File: src/rtl/dmem_arbiter.sv
// Two-port data-memory arbiter: port 0 (pipeline) has fixed priority, port 1 (loader/debug)
// is forced through after STARVE_LIMIT waiting cycles. Illegal accesses are blocked and flagged.
module dmem_arbiter #(
   parameter logic [31:0] START_ADDR   = 32'h0100_0000,
   parameter logic [31:0] MEM_BYTES    = 32'h0010_0000,
   parameter int unsigned STARVE_LIMIT = 4
) (
   input  logic        clock,
   input  logic        reset,
   input  logic        p0_req,
   input  logic        p0_we,
   input  logic [1:0]  p0_size,
   input  logic [31:0] p0_addr,
   input  logic [31:0] p0_wdata,
   output logic        p0_gnt,
   output logic        p0_rvalid,
   output logic        p0_err,
   output logic [31:0] p0_rdata,
   input  logic        p1_req,
   input  logic        p1_we,
   input  logic [1:0]  p1_size,
   input  logic [31:0] p1_addr,
   input  logic [31:0] p1_wdata,
   output logic        p1_gnt,
   output logic        p1_rvalid,
   output logic        p1_err,
   output logic [31:0] p1_rdata,
   output logic [31:0] mem_address,
   output logic        mem_read_write,
   output logic [1:0]  mem_access_size,
   output logic [31:0] mem_data_in,
   input  logic [31:0] mem_data_out
);

   localparam int unsigned    CW       = $clog2(STARVE_LIMIT + 1);
   localparam logic [CW-1:0]  LIMIT    = CW'(STARVE_LIMIT);
   localparam logic [32:0]    END_ADDR = {1'b0, START_ADDR} + {1'b0, MEM_BYTES};

   logic        w_req   [2];
   logic        w_we    [2];
   logic [1:0]  w_size  [2];
   logic [31:0] w_addr  [2];
   logic [31:0] w_wdata [2];
   logic        w_gnt   [2];
   logic        w_legal [2];
   logic        r_rvalid[2];
   logic        r_err   [2];
   logic [31:0] r_rdata [2];

   logic [CW-1:0] r_starve_cnt;
   logic          w_force_p1;
   logic          w_p1_wins;

   assign w_req[0]   = p0_req;
   assign w_we[0]    = p0_we;
   assign w_size[0]  = p0_size;
   assign w_addr[0]  = p0_addr;
   assign w_wdata[0] = p0_wdata;
   assign w_req[1]   = p1_req;
   assign w_we[1]    = p1_we;
   assign w_size[1]  = p1_size;
   assign w_addr[1]  = p1_addr;
   assign w_wdata[1] = p1_wdata;

   // Grants are gated by reset so nothing is accepted while it is held.
   assign w_force_p1 = (r_starve_cnt >= LIMIT);
   assign w_p1_wins  = !reset && w_req[1] && (!w_req[0] || w_force_p1);
   assign w_gnt[0]   = !reset && w_req[0] && !w_p1_wins;
   assign w_gnt[1]   = w_p1_wins;

   always_ff @(posedge clock or posedge reset) begin
      if (reset) begin
         r_starve_cnt <= '0;
      end else if (w_gnt[1] || !w_req[1]) begin
         r_starve_cnt <= '0;
      end else if (r_starve_cnt < LIMIT) begin
         r_starve_cnt <= r_starve_cnt + 1'b1;
      end
   end

   generate
      for (genvar gi = 0; gi < 2; gi++) begin : g_port
         logic [2:0] w_bytes;
         logic       w_align_ok;
         logic       w_range_ok;

         always_comb begin
            case (w_size[gi])
               2'd0:    w_bytes = 3'd1;
               2'd1:    w_bytes = 3'd2;
               default: w_bytes = 3'd4;
            endcase
         end

         // Size code 3 matches none of the alignment terms, so it falls out as illegal here.
         assign w_align_ok = (w_size[gi] == 2'd0) ||
                             (w_size[gi] == 2'd1 && !w_addr[gi][0]) ||
                             (w_size[gi] == 2'd2 && w_addr[gi][1:0] == 2'b00);
         assign w_range_ok = (w_addr[gi] >= START_ADDR) &&
                             (({1'b0, w_addr[gi]} + {30'd0, w_bytes}) <= END_ADDR);
         assign w_legal[gi] = w_align_ok && w_range_ok;

         always_ff @(posedge clock or posedge reset) begin
            if (reset) begin
               r_rvalid[gi] <= 1'b0;
               r_err[gi]    <= 1'b0;
               r_rdata[gi]  <= '0;
            end else begin
               r_rvalid[gi] <= w_gnt[gi] && !w_we[gi] && w_legal[gi];
               r_err[gi]    <= w_gnt[gi] && !w_legal[gi];
               if (w_gnt[gi] && !w_we[gi] && w_legal[gi]) begin
                  r_rdata[gi] <= mem_data_out;
               end
            end
         end
      end
   endgenerate

   always_comb begin
      mem_address     = 32'd0;
      mem_read_write  = 1'b0;
      mem_access_size = 2'd2;
      mem_data_in     = 32'd0;
      if (w_gnt[0]) begin
         mem_address     = w_addr[0];
         mem_read_write  = w_we[0] && w_legal[0];
         mem_access_size = w_size[0];
         mem_data_in     = w_wdata[0];
      end else if (w_gnt[1]) begin
         mem_address     = w_addr[1];
         mem_read_write  = w_we[1] && w_legal[1];
         mem_access_size = w_size[1];
         mem_data_in     = w_wdata[1];
      end
   end

   assign p0_gnt    = w_gnt[0];
   assign p0_rvalid = r_rvalid[0];
   assign p0_err    = r_err[0];
   assign p0_rdata  = r_rdata[0];
   assign p1_gnt    = w_gnt[1];
   assign p1_rvalid = r_rvalid[1];
   assign p1_err    = r_err[1];
   assign p1_rdata  = r_rdata[1];

endmodule
File: config.mk
export PLATFORM = sky130hd
export DESIGN_NAME = dmem_arbiter
export DESIGN_NICKNAME = d
export VERILOG_FILES = /design/src/rtl/dmem_arbiter.sv
export SDC_FILE = /design/constraint.sdc
export NUM_CORES = 1
export LEC_CHECK = 0
export ABC_AREA = 0
export CAP_MARGIN = 20
export CORE_MARGIN = 4
export CORE_UTILIZATION = 39
export DETAILED_ROUTE_END_ITERATION = 7
export PLACE_DENSITY = 0.85
export SLEW_MARGIN = 20
export SYNTH_ARGS = -nofsm -noshare
export SYNTH_HDL_FRONTEND = slang
export SYNTH_SLANG_ARGS = --single-unit
File: constraint.sdc
create_clock -name clock -period 5 [get_ports clock]
set_clock_uncertainty 0.15 [all_clocks]
set_input_delay 1 -clock clock [delete_from_list [all_inputs] [get_ports clock]]
set_output_delay 1 -clock clock [all_outputs]
set_load 0.01 [all_outputs]
==> flow_metrics.py, run 1 <==
metrics = {
    "setup_path": {
        "cp_max_fo": 7,
        "cp-start-kind": "primary input",
        "cp-end-kind": "output port",
        "cp.required_ns": 3.85,
        "r2r_slack_ns": 2.39,
        "reg2regPathDepth": 7,
        "crit_arrival_ns": 3.70,
        "r2r_end": "p1_rdata[22]",
        "critPathKind": "in2out",
        "rr_startpoint": "r_starve_cnt[2]",
    },
    "cts": {
        "cts_buffers": 9,
        "clk_pin_slew_worst_paths_ns": 0.06,
        "cts.htree.levels": 3,
        "clockBufferDepth": 2,
        "insertion_delay_ns": 0.33,
        "cts_root_buf": "clkbuf_16",
        "clkSinkCount": 71,
        "tritoncts": "yes",
    },
    "floorplan": {
        "initial_core_util": 0.406,
        "die_h_microns": 124,
        "io_pins": 307,
        "die_w_microns": 124,
        "fp-row-count": 41,
        "core_sq_um": 12800,
        "die_area_sq_um": 15300,
    },
    "cells_and_area": {
        "drive_gt1_frac": 0.234,
        "multiInputGateArea_sq_um": 3310,
        "regArea_sq_um": 1780,
        "fillers": 864,
        "syn_to_final_growth_pct": 83.2,
        "nNetsFinal": 1083,
        "n_antenna_cell": 0,
        "layout.cells.non_filler": 1081,
    },
    "place": {
        "io_buffers": 306,
        "place_congestion": 0.933,
        "pre_cts_ws_ns": -0.682,
        "numPlacedInstances": 1061,
        "hpwlAfterDp_mm": 18.0,
    },
    "grt": {
        "grt.overflow.total": 0,
        "grt_max_degree": 40,
        "grt_pass1_vias": 6335,
        "grt_pass1_wl_mm": 34.5,
        "track_usage": 0.292,
        "antenna_found_initial": 1,
    },
    "power_and_ir_drop": {
        "p_per_area_nw_per_um2": 188,
        "swShare": 0.254,
        "ir_drop_mv": 0.179,
        "p_int_mw": 1.34,
        "power_frac_clock": 0.387,
        "p_comb_frac": 0.288,
        "switchingPower_mw": 0.456,
        "power.leakage_nw": 4.24,
        "power_frac_seq": 0.326,
    },
    "timing": {
        "timing.final.ws_setup_ns": 0.153,
        "period_needed_ns": 4.85,
        "finalSetupViolations": 0,
        "timing.fmax_mhz": 206,
        "relSlewSlack": 0.479,
        "min_period_over_period": 0.969,
        "slew_violations": 0,
        "finalSetupTns_ns": 0,
        "rsz0062_at_grt": "no",
        "worst_pin_slew_ns": 0.775,
        "holdWs_ns": 0.360,
        "finalHoldViolations": 0,
    },
    "logic_synthesis": {
        "yosysTopAreaCell": "dfrtp_1",
        "yosys_warnings": 0,
        "avgSynthCellArea_sq_um": 10.0,
        "ys.flop_type": "dfrtp_1",
        "synth.cell_area_sq_um": 5210,
        "synth_edf_count": 0,
        "synth_most_common_cell": "dfrtp_1",
        "synth_area_leaders": "dfrtp_1 (34%), a22o_1 (11%), mux2_4 (8.7%)",
        "synth.distinct_cells": 62,
        "ys_ff_latch": 71,
        "async_flop_share": 1.00,
        "yosysSeqAreaShare": 0.341,
        "syn_nets": 699,
        "netlist.area_leader.share": 0.341,
        "synth_cells": 520,
        "synthTopCellsByCount": "dfrtp_1 (71), a22o_1 (65), mux2_2 (34)",
    },
    "worst_hold_path": {
        "holdPathStages": 1,
        "hp-start": "p1_rdata[14]",
        "hp-class": "reg2reg",
        "whs_endpoint": "p1_rdata[14]",
    },
    "drt": {
        "routed_wl_mm": 23.5,
        "dr.pass1.iters": 5,
        "ant_nets": 0,
        "wl_per_cell_microns": 21.7,
        "drt_iter0_markers": 462,
        "vias_per_cell": 5.77,
        "drc": 0,
        "vias": 6240,
    },
    "flow_run": {
        "max-cap-violations": 0,
    },
    "outcome": {
        "status": "finished, final reports clean",
    },
}
-- stage by stage --
step	util	area [sq um]	power (mW)
finish	0.744	9540	1.80
global route	0.744	9540	1.86
CTS	0.736	9440	1.79
detailed placement	0.707	9070	1.09
global placement	0.707	9070	1.08
floorplan	-	5210	0.753
-- power by group through the flow --
stage	Sequential [mW]	Combinational [mW]	Clock, mW
floorplan	0.595	0.158	0
global placement	0.594	0.488	0
detailed placement	0.594	0.495	0
CTS	0.585	0.506	0.700
global route	0.585	0.549	0.724
finish	0.585	0.516	0.694
-- sequential cells by signal, summed over array words and instances, names as in the netlist --
register and cells:
p1_rvalid 1, p0_rvalid 1, p0_rdata 32, r_starve_cnt 3
p0_err 1, p1_err 1, p1_rdata 32
-- cells in the final DEF, fill, tap and decap left out, types with 5 or more instances in the layout --
cell             instances
o22ai_1                  7
and3_1                  10
clkbuf_16                9
a22o_1                  65
nand4_1                 13
xnor2_1                  8
dfrtp_1                 71
xor2_1                   8
ha_1                     5
nor3_1                  17
mux2_2                  34
nand3_1                 31
a21oi_1                 13
and4_1                   5
o21ai_0                 10
nor4_1                   7
inv_1                   15
nand2_1                 17
buf_4                   99
mux2_4                  30
nor2_1                  24
clkdlybuf4s50_1        299
-- worst max-delay path, stage by stage --
cell	delay, ns
clkdlybuf4s50_1	0.47
buf_4	0.17
ha_1	0.30
a211o_4	0.36
and3_2	0.26
and3_1	0.19
a41o_1	0.24
o22ai_1	0.26
o31ai_4	0.09
nand4_1	0.13
o21ai_1	0.07
buf_2	0.15
-- cell type report --
cell class | count | area share
clock buffers | 13 | 0.0273
clock inverters | 3 | 0.00682
flip-flops and latches | 71 | 0.186
well taps | 172 | 0.0226
inverters | 16 | 0.00630
repair buffers | 407 | 0.404
multi-input cells | 399 | 0.347
-- layer usage --
| metal | vias to the layer above | track usage | share of wire |
|---|---|---|---|
| met2 | 383 | 0.516 | 0.50 |
| met3 | 70 | 0.0750 | 0.096 |
| met1 | 2990 | 0.341 | 0.37 |
| met5 | - | 0 | 0.00055 |
| met4 | 2 | 0.102 | 0.033 |
| li1 | 2795 | - | - |
-- worst max path at each step --
stage          slack, ns              to        from  cells after the start
6_report            0.15  mem_read_write  p0_addr[1]                     12
5_1_grt             0.01  mem_read_write  p1_size[1]                     12
4_1_cts           0.0002  mem_read_write  p1_size[0]                     12
3_5_place_dp       -0.68  mem_read_write  p0_size[0]                     13
3_3_place_gp       -0.62  mem_read_write  p0_size[0]                     13
2_1_floorplan       0.34  mem_read_write  p1_size[0]                     11
-- repair_timing --
action,CTS,global route
endpoints found under the setup margin,1,1
gates resized for setup,17,24
setup buffers,3,1
pin swaps,8,13
hold buffers,0,0
hold endpoints to repair,0,0
-- cells by family (layout without fill, tap and decap cells) --
| logic type | count (synthesis) | in the layout | synth area share |
|---|---|---|---|
| XOR/XNOR | 16 | 16 | 0.0269 |
| AND/OR/NAND/NOR | 166 | 166 | 0.179 |
| multiplexers | 68 | 68 | 0.168 |
| buffers and inverters | 50 | 439 | 0.0473 |
| AO/OA/AOI/OAI | 140 | 140 | 0.213 |
| flip-flops | 71 | 71 | 0.341 |
| adder cells (fa/ha/maj) | 9 | 9 | 0.0245 |
No activity file was read; power rests on OpenSTA's default activity.
==> run 2, diff against run 1 <==
Settings changed: CORE_AREA set to 2 2 119 121, CORE_MARGIN 4 to unset, CORE_UTILIZATION 39 to unset, CTS_CLUSTER_DIAMETER set to 40, DIE_AREA set to 0 0 121 123, PLACE_DENSITY 0.85 to 0.84.
==> run 2 against run 1 <==
Worst setup slack got worse by 0.099 ns. Fmax down 2.0%. Via count decreased by 3.6%. Largest power group unchanged. Routed wire length down 17%. Cell area is essentially flat. Hold slack lost 0.0050 ns. Sequential power is essentially flat. Combinational power decreased by 3%. Non-clock buffer count fell by 1. Count of clock-buffer cells in the layout shrank 4. Critical path depth shrank 1. Critical path type unchanged. Highest routed layer is now met4.
==> flow_metrics.py, run 2 (synthesis results as in run 1) <==
metrics = {
    "cells_and_area": {
        "nNetsFinal": 1082,
        "layout_common_cells": "clkdlybuf4s50_1 (300), buf_4 (97), dfrtp_1 (71)",
        "regArea_sq_um": 1780,
        "stdcell_area_sq_um": 9550,
        "syn_to_final_growth_pct": 83.3,
        "final_util": 0.701,
        "n_antenna_cell": 0,
        "multiInputGateArea_sq_um": 3310,
        "fillers": 1032,
        "final_common_cell": "clkdlybuf4s50_1",
        "drive_gt1_frac": 0.233,
    },
    "timing": {
        "min_period_over_period": 0.989,
        "timing.final.ws_setup_ns": 0.0540,
        "slew_violations": 0,
        "timing.fmax_mhz": 202,
        "finalSetupViolations": 0,
        "relSlewSlack": 0.461,
        "finalHoldViolations": 0,
        "worst_pin_slew_ns": 0.807,
        "period_needed_ns": 4.95,
    },
    "floorplan": {
        "io_pins": 307,
        "die_w_microns": 121,
        "core_sq_um": 13600,
        "fp-row-count": 43,
        "die_h_microns": 123,
        "initial_core_util": 0.382,
        "die_area_sq_um": 14900,
    },
    "cts": {
        "clkSinkCount": 71,
        "clockBufferDepth": 2,
        "clk_pin_slew_worst_paths_ns": 0.05,
        "cts.htree.levels": 3,
        "tritoncts": "yes",
        "cts_buffers": 9,
        "insertion_delay_ns": 0.33,
        "cts_root_buf": "clkbuf_16",
    },
    "worst_hold_path": {
        "whs_endpoint": "p0_rdata[19]",
        "hp-start": "p0_rdata[19]",
        "holdPathStages": 1,
        "hp-class": "reg2reg",
    },
    "grt": {
        "track_usage": 0.250,
        "grt_max_degree": 72,
        "antenna_found_initial": 0,
        "grt_pass1_vias": 5949,
        "grt.overflow.total": 0,
        "grt_pass1_wl_mm": 29.6,
    },
    "setup_path": {
        "worstPathCellList": "clkdlybuf4s50_1 > ha_2 > fa_2 > a21oi_1 > or4_4 > o21a_1 > a2111oi_4 > nand4_1 > o211a_1 > o21ai_1 > buf_2",
        "path_buf_inv": 2,
        "cp-end-kind": "output port",
        "cp-start-kind": "primary input",
        "cp_top_family": "compound AO/OA/AOI/OAI gates",
        "critPathSlowestCell": "or4_4",
        "crit_arrival_ns": 3.80,
        "r2r_end": "p1_rdata[17]",
        "startpoint": "p1_addr[0]",
        "cp_max_fo": 3,
        "critPathKind": "in2out",
        "r2r_slack_ns": 2.45,
        "worst_path_largest_cell_delay_ns": 0.57,
        "reg2regPathDepth": 7,
        "cp.required_ns": 3.85,
        "rr_startpoint": "r_starve_cnt[2]",
    },
    "flow_run": {
        "max-cap-violations": 0,
    },
    "drt": {
        "drc": 0,
        "vias": 6017,
        "vias_per_cell": 5.53,
        "wl_per_cell_microns": 18.0,
        "drt_iter0_markers": 312,
        "dr.pass1.iters": 5,
        "ant_nets": 0,
        "routed_wl_mm": 19.6,
    },
    "place": {
        "postPlaceCellArea_sq_um": 9090,
        "io_buffers": 306,
        "hpwlAfterDp_mm": 15.1,
        "place_congestion": 0.956,
        "pre_cts_ws_ns": -0.690,
    },
    "power_and_ir_drop": {
        "power.leakage_nw": 4.24,
        "power.total_mw": 1.76,
        "ir_drop_mv": 0.158,
        "p_per_area_nw_per_um2": 185,
    },
    "outcome": {
        "status": "finished, final reports clean",
    },
}
## run 2: cell count changes in the layout (fill, tap and decap cells not counted), moves of 2 or more
cell,previous run,this run
clkbuf_1,2,0
buf_4,99,97
nor3b_1,2,0
nor3_2,2,0
clkbuf_8,2,0
nor3b_2,1,3
clkinv_4,0,2
nor3_1,17,19
## run 2: area by class of cell
cell class	count	share of cell area
Timing Repair Buffer	406	0.404
Multi-Input combinational cell	399	0.346
Sequential cell	71	0.186
Clock buffer	9	0.0236
Tap cell	180	0.0236
Clock inverter	7	0.0101
Inverter	16	0.00629
## run 2: worst max path at each step
stage,cells past startpoint,end
4_1_cts,15,mem_read_write
3_3_place_gp,13,mem_read_write
2_1_floorplan,11,mem_read_write
6_report,11,mem_read_write
3_5_place_dp,13,mem_read_write
5_1_grt,11,mem_read_write
## run 2: report_power, final
group | switching, mW | internal (mW)
clock network | 0.240 | 0.438
registers | 0.00333 | 0.580
logic | 0.209 | 0.293
total | 0.452 | 1.31
## run 2: per-stage QoR
stage               hold slack [ns]  instances  TNS [ns]
floorplan                     0.343        520         0
global placement              0.336       1069     -1.98
detailed placement            0.342       1069     -5.95
CTS                           0.355       1087         0
global route                  0.368       1088   -0.0156
finish                        0.355       1088         0
## run 2: what timing repair did
action | CTS | global route
resized for setup | 20 | 16
buffers inserted | 2 | 1
hold buffers | 0 | 0
gates cloned | 0 | 0
setup endpoints to repair | 1 | 1
pin swaps | 7 | 12
## run 2: worst reg2reg max path: stages, from the launching register on
cell	delay, ns
dfrtp_1	0.47
nor2_1	0.10
nor3b_2	0.25
buf_12	0.31
nand3b_1	0.11
or3_2	0.45
buf_12	0.20
mux2_4	0.39
## run 2: per-layer routing
layer,global-route usage,part of all wire,vias to the layer above
li1,-,-,2802
met1,0.298,0.38,2877
met2,0.441,0.50,296
met3,0.0567,0.085,42
met4,0.0908,0.030,0
met5,0,0,-
